### src/rtl/mem_arbiter.sv
// Two-client memory arbiter merging the icache and dcache memory-side ports onto one port.
// Grants one whole line transaction at a time and routes read beats back to the owner.
module mem_arbiter #(
  parameter int unsigned ADDR_BITS = 26,
  parameter int unsigned DATA_BITS = 128,
  parameter int unsigned BEATS     = 4
) (
  input  logic                   clk,
  input  logic                   reset,

  input  logic                   ic_req_val,
  output logic                   ic_req_rdy,
  input  logic [ADDR_BITS-1:0]   ic_req_addr,
  input  logic                   ic_req_rw,
  input  logic                   ic_req_data_valid,
  output logic                   ic_req_data_ready,
  input  logic [DATA_BITS-1:0]   ic_req_data_bits,
  input  logic [DATA_BITS/8-1:0] ic_req_data_mask,
  output logic                   ic_resp_val,
  output logic [DATA_BITS-1:0]   ic_resp_data,

  input  logic                   dc_req_val,
  output logic                   dc_req_rdy,
  input  logic [ADDR_BITS-1:0]   dc_req_addr,
  input  logic                   dc_req_rw,
  input  logic                   dc_req_data_valid,
  output logic                   dc_req_data_ready,
  input  logic [DATA_BITS-1:0]   dc_req_data_bits,
  input  logic [DATA_BITS/8-1:0] dc_req_data_mask,
  output logic                   dc_resp_val,
  output logic [DATA_BITS-1:0]   dc_resp_data,

  output logic                   mem_req_val,
  input  logic                   mem_req_rdy,
  output logic [ADDR_BITS-1:0]   mem_req_addr,
  output logic                   mem_req_rw,
  output logic                   mem_req_data_valid,
  input  logic                   mem_req_data_ready,
  output logic [DATA_BITS-1:0]   mem_req_data_bits,
  output logic [DATA_BITS/8-1:0] mem_req_data_mask,
  input  logic                   mem_resp_val,
  input  logic [DATA_BITS-1:0]   mem_resp_data
);

  localparam int unsigned CntBits = (BEATS > 1) ? $clog2(BEATS) : 1;
  localparam logic [CntBits-1:0] LastBeat = CntBits'(BEATS - 1);

  typedef enum logic [1:0] {StIdle, StWdata, StRresp} state_e;

  state_e             state_q;
  logic               owner_q;
  logic               last_grant_q;
  logic [CntBits-1:0] beat_cnt_q;

  logic sel;
  logic in_idle, in_wdata, in_rresp;
  logic req_fire, wbeat_fire, rbeat_fire;

  // Every valid/ready output is gated by reset through these phase qualifiers.
  assign in_idle  = reset & (state_q == StIdle);
  assign in_wdata = reset & (state_q == StWdata);
  assign in_rresp = reset & (state_q == StRresp);

  // Tie goes to the client that did not win last time; 1 selects dc.
  assign sel = (ic_req_val & dc_req_val) ? ~last_grant_q : dc_req_val;

  assign mem_req_val  = in_idle & (sel ? dc_req_val : ic_req_val);
  assign mem_req_addr = sel ? dc_req_addr : ic_req_addr;
  assign mem_req_rw   = reset & (sel ? dc_req_rw : ic_req_rw);
  assign ic_req_rdy   = in_idle & ~sel & mem_req_rdy;
  assign dc_req_rdy   = in_idle & sel & mem_req_rdy;

  assign mem_req_data_valid = in_wdata & (owner_q ? dc_req_data_valid : ic_req_data_valid);
  assign mem_req_data_bits  = owner_q ? dc_req_data_bits : ic_req_data_bits;
  assign mem_req_data_mask  = owner_q ? dc_req_data_mask : ic_req_data_mask;
  assign ic_req_data_ready  = in_wdata & ~owner_q & mem_req_data_ready;
  assign dc_req_data_ready  = in_wdata & owner_q & mem_req_data_ready;

  assign ic_resp_val  = in_rresp & ~owner_q & mem_resp_val;
  assign dc_resp_val  = in_rresp & owner_q & mem_resp_val;
  assign ic_resp_data = mem_resp_data;
  assign dc_resp_data = mem_resp_data;

  assign req_fire   = mem_req_val & mem_req_rdy;
  assign wbeat_fire = mem_req_data_valid & mem_req_data_ready;
  assign rbeat_fire = in_rresp & mem_resp_val;

  always_ff @(posedge clk) begin
    if (!reset) begin
      state_q      <= StIdle;
      owner_q      <= 1'b0;
      last_grant_q <= 1'b0;
      beat_cnt_q   <= '0;
    end else begin
      unique case (state_q)
        StIdle: begin
          if (req_fire) begin
            owner_q      <= sel;
            last_grant_q <= sel;
            beat_cnt_q   <= '0;
            state_q      <= mem_req_rw ? StWdata : StRresp;
          end
        end
        StWdata: begin
          if (wbeat_fire) begin
            if (beat_cnt_q == LastBeat) begin
              state_q <= StIdle;
            end else begin
              beat_cnt_q <= beat_cnt_q + CntBits'(1);
            end
          end
        end
        StRresp: begin
          if (rbeat_fire) begin
            if (beat_cnt_q == LastBeat) begin
              state_q <= StIdle;
            end else begin
              beat_cnt_q <= beat_cnt_q + CntBits'(1);
            end
          end
        end
        default: state_q <= StIdle;
      endcase
    end
  end

endmodule

### config.mk
export PLATFORM = sky130hd
export DESIGN_NAME = mem_arbiter
export DESIGN_NICKNAME = d
export VERILOG_FILES = /design/src/rtl/mem_arbiter.sv
export SDC_FILE = /design/constraint.sdc
export NUM_CORES = 1
export LEC_CHECK = 0
export CORE_AREA = 8 8 347 349
export DETAILED_ROUTE_END_ITERATION = 10
export DIE_AREA = 0 0 355 357
export PLACE_DENSITY = 0.31
export SETUP_SLACK_MARGIN = 0.2
export SLEW_MARGIN = 5
export SYNTH_ARGS = -nofsm -noshare
export SYNTH_HDL_FRONTEND = slang
export SYNTH_SLANG_ARGS = --single-unit
### constraint.sdc
create_clock -name clk -period 1.59 [get_ports clk]
set_clock_uncertainty 0.1 [all_clocks]
set_input_delay 0.318 -clock clk [delete_from_list [all_inputs] [get_ports clk]]
set_output_delay 0.318 -clock clk [all_outputs]
set_load 0.01 [all_outputs]
==> flow_summary_export.csv, run 1 <==
group,metric,value,unit
setup_path,start_kind,"flop",
cts,cts_tree,"built",
routing,viasPerCell,2.04,
sta,fin_crit_sh,143,%
floorplan,die_y,357,µm
sta,finalSetupViolations,183,
run_status,status,"finished with violations",
setup_path,end_kind,"output port",
cells_and_area,layout_common_cells,"clkdlybuf4s50_1 (393), mux2_2 (137), buf_4 (69)",
yosys,synth_cells,505,
cells_and_area,final_common_cell,"clkdlybuf4s50_1",
place,hpwl,42.4,mm
power,total_power,5.33,mW
routing,wl_per_cell,19.4,µm
grt,grt_pass1_vias,5556,
setup_path,worstPathArrival,1.86,ns
yosys,yosysWarnings,0,
power,peakVddDrop,289,µV
cells_and_area,drive_gt1_share,41.4,%
setup_path,path_class,"reg -> out",
sta,report.final.slew_viol_count,0,
run_status,violations,"setup timing",
yosys,syn_area,4430,µm²
hold_path,holdCritPathClass,"reg -> reg",
cts,cts_max_level,1,
cts,clockBufferDepth,2,
setup_path,critPathSlowestCell,"clkdlybuf4s50_1",
place,placement.io_buffers,529,
floorplan,die_w,355,µm
floorplan,fp.dieArea,127000,µm²
power,p_per_area,505,nW/µm²
grt,grt_pass1_wl,56.3,mm
routing,antenna_left,0,
routing,remaining_drc_errors,0,
routing,drt_iter0_drc,130,
grt,grt_overflow_total,0,
cells_and_area,num-nets-final,1312,
sta,worst_pin_slew,0.271,ns
routing,vias,4808,
grt,track_usage,6.56,%
sta,fin_ws,-0.684,ns
floorplan,core_area,115000,µm²
setup_path,ff2ff_path_depth,7,
routing,drtPass1Iterations,4,
yosys,synth.distinct_cells,22,
routing,totalWireLength,45.7,mm
floorplan,rows,125,
setup_path,worstPathRequired,1.17,ns
hold_path,hold_path_depth,2,
cts,clock-sinks,5,
setup_path,path_cells,"buf_16 -> buf_6 -> mux2_2 -> clkdlybuf4s50_1",
cells_and_area,syn_to_final_growth,138,%
yosys,syn_nets,989,
job,drv_cap,0,
sta,clock.fmax,440,MHz
cts,cts_buffers,3,
grt,grt_max_degree,22,
setup_path,max_stage_delay,0.49,ns
cts,ctsRootBufferMaster,"clkbuf_16",
yosys,ys_seq_elements,5,
sta,hold_viol_final,0,
cts,clk_pin_slew,0.04,ns
yosys,synth.avg_cell_area,8.77,µm²
grt,antenna_found_initial,10,
sta,relSlewSlack,81.9,%
power,leakagePower,3.87,nW
setup_path,critPathMaxFanout,21,
sta,rsz0062_at_grt,"true",
cts,postCtsHoldBufs,0,
place,gp_congestion,0.782,
floorplan,start_util,3.85,%
sta,finalSetupTns,-87.50,ns
yosys,yosysSeqAreaShare,2.26,%
sta,min_period,2.27,ns
setup_path,r2r_slack,-0.05,ns
floorplan,num_io_pins,914,
cts,insertion_delay,0.23,ns
==> metal layers <==
layer	GRT usage [%]	vias up	routed length [µm]
met5	1.23	-	230
met4	0.404	6	386
met3	6.28	22	10100
met2	10.1	653	19400
met1	6.71	2045	15600
li1	-	2082	-
==> state kept, by name, indices dropped and copies added (netlist names) <==
| name | cells |
|---|---|
| state_q | 2 |
| beat_cnt_q | 2 |
| last_grant_q | 1 |
==> stage by stage <==
step	utilization [%]	hold slack [ns]	std cells	instance area, µm²	setup WS, ns
global placement	8.73	0.349	2322	10000	-0.990
finish	9.17	0.371	2355	10600	-0.684
floorplan	-	0.342	505	4530	-0.0262
CTS	9.06	0.371	2348	10400	-0.752
detailed placement	8.73	0.365	2322	10000	-0.977
global route	9.17	0.415	2354	10600	-0.763
==> logic make-up (layout without fill, tap and decap cells) <==
logic type               after synthesis  count (layout)  synth area share, %
other                                  0               4                    0
adder cells (fa/ha/maj)                5               5                 1.41
buffers and inverters                282             604                 47.4
AO/OA/AOI/OAI                          6               6                 1.13
flip-flops                             5               5                 2.26
multiplexers                         176             176                 44.6
AND/OR/NAND/NOR                       31              31                 3.19
==> worst paths after layout <==
path | start | endpoint
hold reg to reg | beat_cnt_q[1]$_SDFFE_PN0P_ | beat_cnt_q[1]$_SDFFE_PN0P_
setup reg to reg | last_grant_q$_SDFFE_PN0P_ | beat_cnt_q[0]$_SDFFE_PN0P_
setup / recovery | last_grant_q$_SDFFE_PN0P_ | mem_req_data_bits[26]
hold / removal | beat_cnt_q[1]$_SDFFE_PN0P_ | beat_cnt_q[1]$_SDFFE_PN0P_
==> area by class of cell <==
cell class | count | area (µm²)
tap | 1524 | 1910
fill | 13397 | 105000
sequential | 5 | 105
antenna | 4 | 10.0
inverter | 4 | 15.0
clock buffer | 4 | 78.8
timing repair buffer | 596 | 6050
multi-input combinational | 218 | 2390
==> cell usage after synthesis <==
cell	n	share of area (%)
o21ai_2	1	0.20
buf_2	4	0.45
o2111ai_2	1	0.34
o21ai_0	1	0.11
mux2_2	170	43
nand3b_1	1	0.17
buf_4	270	46
and4_1	1	0.20
dfxtp_1	5	2.3
mux2i_1	6	1.4
a21oi_1	2	0.23
buf_6	3	0.76
clkbuf_1	1	0.085
nand2b_1	1	0.14
inv_1	4	0.34
nor2_1	8	0.68
nor2b_1	1	0.14
ha_1	5	1.4
a21boi_2	1	0.25
nand3_1	5	0.57
nand2_1	12	1.0
nand4_1	2	0.28
==> report_power, final <==
group          total (mW)  internal [mW]  switching [mW]
clock               0.414          0.332          0.0815
combinational        4.72           2.80            1.93
sequential          0.194          0.164          0.0300
total                5.33           3.29            2.04
==> worst max-delay path, delay by kind of cell (launching register included) <==
kind	cells	cell delay, ns
buf+inv	3	0.84
mux	1	0.33
flops	1	0.36
==> repair_timing <==
action                     4_1_cts  5_1_grt
gates resized for setup        261       51
buffers inserted                19        3
pin swaps                        1        1
gates cloned                     3        0
setup endpoints to repair      183      183
(Power assumes the default switching activity.)
==> run 2: changes to the inputs <==
--- a/config.mk
+++ b/config.mk
@@ -6,6 +6,7 @@
 export NUM_CORES = 1
 export LEC_CHECK = 0
 export CORE_AREA = 8 8 347 349
+export CTS_BUF_LIST = sky130_fd_sc_hd__clkbuf_8 sky130_fd_sc_hd__clkbuf_16
 export DETAILED_ROUTE_END_ITERATION = 10
 export DIE_AREA = 0 0 355 357
 export PLACE_DENSITY = 0.31
==> flow_summary_export.csv, run 2 (synthesized netlist as in run 1, its figures left out) <==
group,metric,value,unit
setup_path,r2r-end,"beat_cnt_q[0]$_SDFFE_PN0P_",
cells_and_area,drive_gt1_share,41.4,%
setup_path,regToRegStartpoint,"last_grant_q$_SDFFE_PN0P_",
run_status,violations,"setup timing",
cts,insertion_delay,0.23,ns
routing,viasPerCell,2.04,
sta,hold_viol_final,0,
power,total_power,5.32,mW
grt,track_usage,6.56,%
power,peakVddDrop,286,µV
floorplan,die_w,355,µm
sta,hold_slack,0.371,ns
setup_path,critPathMaxFanout,21,
grt,grt_pass1_vias,5556,
floorplan,die_y,357,µm
cells_and_area,fin_util,9.17,%
grt,grt_max_degree,22,
routing,wl_per_cell,19.4,µm
sta,fin_crit_sh,143,%
floorplan,rows,125,
sta,report.final.slew_viol_count,0,
sta,clock.fmax,440,MHz
grt,antenna_found_initial,10,
floorplan,fp.dieArea,127000,µm²
grt,grt_pass1_wl,56.3,mm
cells_and_area,layout_common_cells,"clkdlybuf4s50_1 (393), mux2_2 (137), buf_4 (69)",
power,leakagePower,3.88,nW
setup_path,end_kind,"output port",
routing,drtPass1Iterations,4,
sta,fin_ws,-0.684,ns
cts,ctsRootBufferMaster,"clkbuf_16",
setup_path,ff2ff_path_depth,7,
cts,postCtsHoldBufs,0,
floorplan,core_area,115000,µm²
cells_and_area,top_regs,"beat_cnt_q x2, state_q x2, last_grant_q x1",
place,placement.io_buffers,529,
setup_path,crit_start,"last_grant_q$_SDFFE_PN0P_",
cts,clk_pin_slew,0.04,ns
sta,finalSetupViolations,183,
cells_and_area,syn_to_final_growth,138,%
job,drv_cap,0,
setup_path,max_stage_delay,0.49,ns
setup_path,path_class,"reg -> out",
cells_and_area,fillCellCount,13397,
routing,vias,4808,
routing,remaining_drc_errors,0,
floorplan,start_util,3.85,%
cells_and_area,num-nets-final,1312,
setup_path,cp.buffers_inverters,3,
cts,clockBufferDepth,2,
sta,rsz0062_at_grt,"true",
setup_path,worstPathRequired,1.17,ns
power,p_per_area,504,nW/µm²
sta,finalSetupTns,-87.49,ns
sta,min_period,2.27,ns
setup_path,worst-path-stages,4,
cts,cts_tree,"built",
cells_and_area,instances_no_fill,2355,
cells_and_area,final_common_cell,"clkdlybuf4s50_1",
place,hpwl,42.4,mm
setup_path,path_cells,"buf_16 -> buf_6 -> mux2_2 -> clkdlybuf4s50_1",
routing,totalWireLength,45.7,mm
cells_and_area,multi_input_area,2390,µm²
place,gp_congestion,0.782,
run_status,status,"finished with violations",
cells_and_area,seq_area,105,µm²
routing,drt_iter0_drc,130,
place,dp.cells,2322,
setup_path,critPathSlowestCell,"clkdlybuf4s50_1",
setup_path,crit_path_end,"mem_req_data_bits[26]",
cts,cts_buffers,3,
sta,relSlewSlack,81.9,%
setup_path,r2r_slack,-0.05,ns
sta,worst_pin_slew,0.271,ns
setup_path,start_kind,"flop",
grt,grt_overflow_total,0,
setup_path,worstPathArrival,1.86,ns
hold_path,holdCritPathClass,"reg -> reg",
cts,clock-sinks,5,
cts,cts_max_level,1,
setup_path,critPathTopFamily,"buffers and inverters",
routing,antenna_left,0,
floorplan,num_io_pins,914,
==> run 2: cell count changes in the layout (fill, tap and decap cells not counted), sizes merged <==
cell	previous run	this run
clkbuf	9	8
inv	4	5
==> run 2: area by class of cell <==
type                    count  share of cell area, %
clock buffers               3                  0.711
multi-input cells         218                   22.6
diodes                      4                 0.0948
inverters                   4                  0.142
flip-flops and latches      5                  0.995
well taps                1524                   18.1
repair buffers            596                   57.3
clock inverters             1                 0.0355
==> run 2: worst min path at each step <==
| stage | startpoint | end | slack, ns | cells after the start |
|---|---|---|---|---|
| after floorplan | beat_cnt_q[1]$_SDFFE_PN0P_ | beat_cnt_q[1]$_SDFFE_PN0P_ | 0.34 | 2 |
| after global placement | beat_cnt_q[1]$_SDFFE_PN0P_ | beat_cnt_q[1]$_SDFFE_PN0P_ | 0.35 | 2 |
| after detailed placement | beat_cnt_q[1]$_SDFFE_PN0P_ | beat_cnt_q[1]$_SDFFE_PN0P_ | 0.36 | 2 |
| after CTS | beat_cnt_q[1]$_SDFFE_PN0P_ | beat_cnt_q[1]$_SDFFE_PN0P_ | 0.37 | 2 |
| after global routing | beat_cnt_q[0]$_SDFFE_PN0P_ | beat_cnt_q[0]$_SDFFE_PN0P_ | 0.41 | 2 |
| final | beat_cnt_q[1]$_SDFFE_PN0P_ | beat_cnt_q[1]$_SDFFE_PN0P_ | 0.37 | 2 |
==> run 2: worst reg2reg max path, stage by stage (launching register included) <==
cell and delay, ns:
dfxtp_4 0.35, buf_4 0.16, buf_12 0.15, mux2i_1 0.12, buf_4 0.14, o21ai_2 0.16
nand4_1 0.18, mux2i_1 0.17
==> run 2: what timing repair did <==
action / in CTS / in global routing
hold endpoints to repair: 0 / 0
setup endpoints to repair: 183 / 183
gates resized for setup: 261 / 51
cloned: 3 / 0
pin swaps: 1 / 1
setup buffers: 19 / 3
==> run 2: power by group <==
| group | switching (mW) | total, mW | internal, mW | leakage (nW) |
|---|---|---|---|---|
| Clock | 0.0820 | 0.408 | 0.326 | 0.0423 |
| Sequential | 0.0300 | 0.194 | 0.164 | 0.0419 |
| Combinational | 1.93 | 4.72 | 2.80 | 3.79 |
| Total | 2.04 | 5.32 | 3.28 | 3.88 |
==> run 2: through the flow <==
step                worst slack [ns]  area (µm²)
floorplan                    -0.0262        4530
global placement              -0.990       10000
detailed placement            -0.977       10000
CTS                           -0.752       10400
global route                  -0.763       10600
finish                        -0.684       10600
==> run 2: layer usage <==
layer / up-vias / track usage [%] / wire length (µm)
li1: 2082 / - / -
met1: 2045 / 6.71 / 15600
met2: 653 / 10.1 / 19400
met3: 22 / 6.28 / 10100
met4: 6 / 0.404 / 386
met5: - / 1.23 / 230
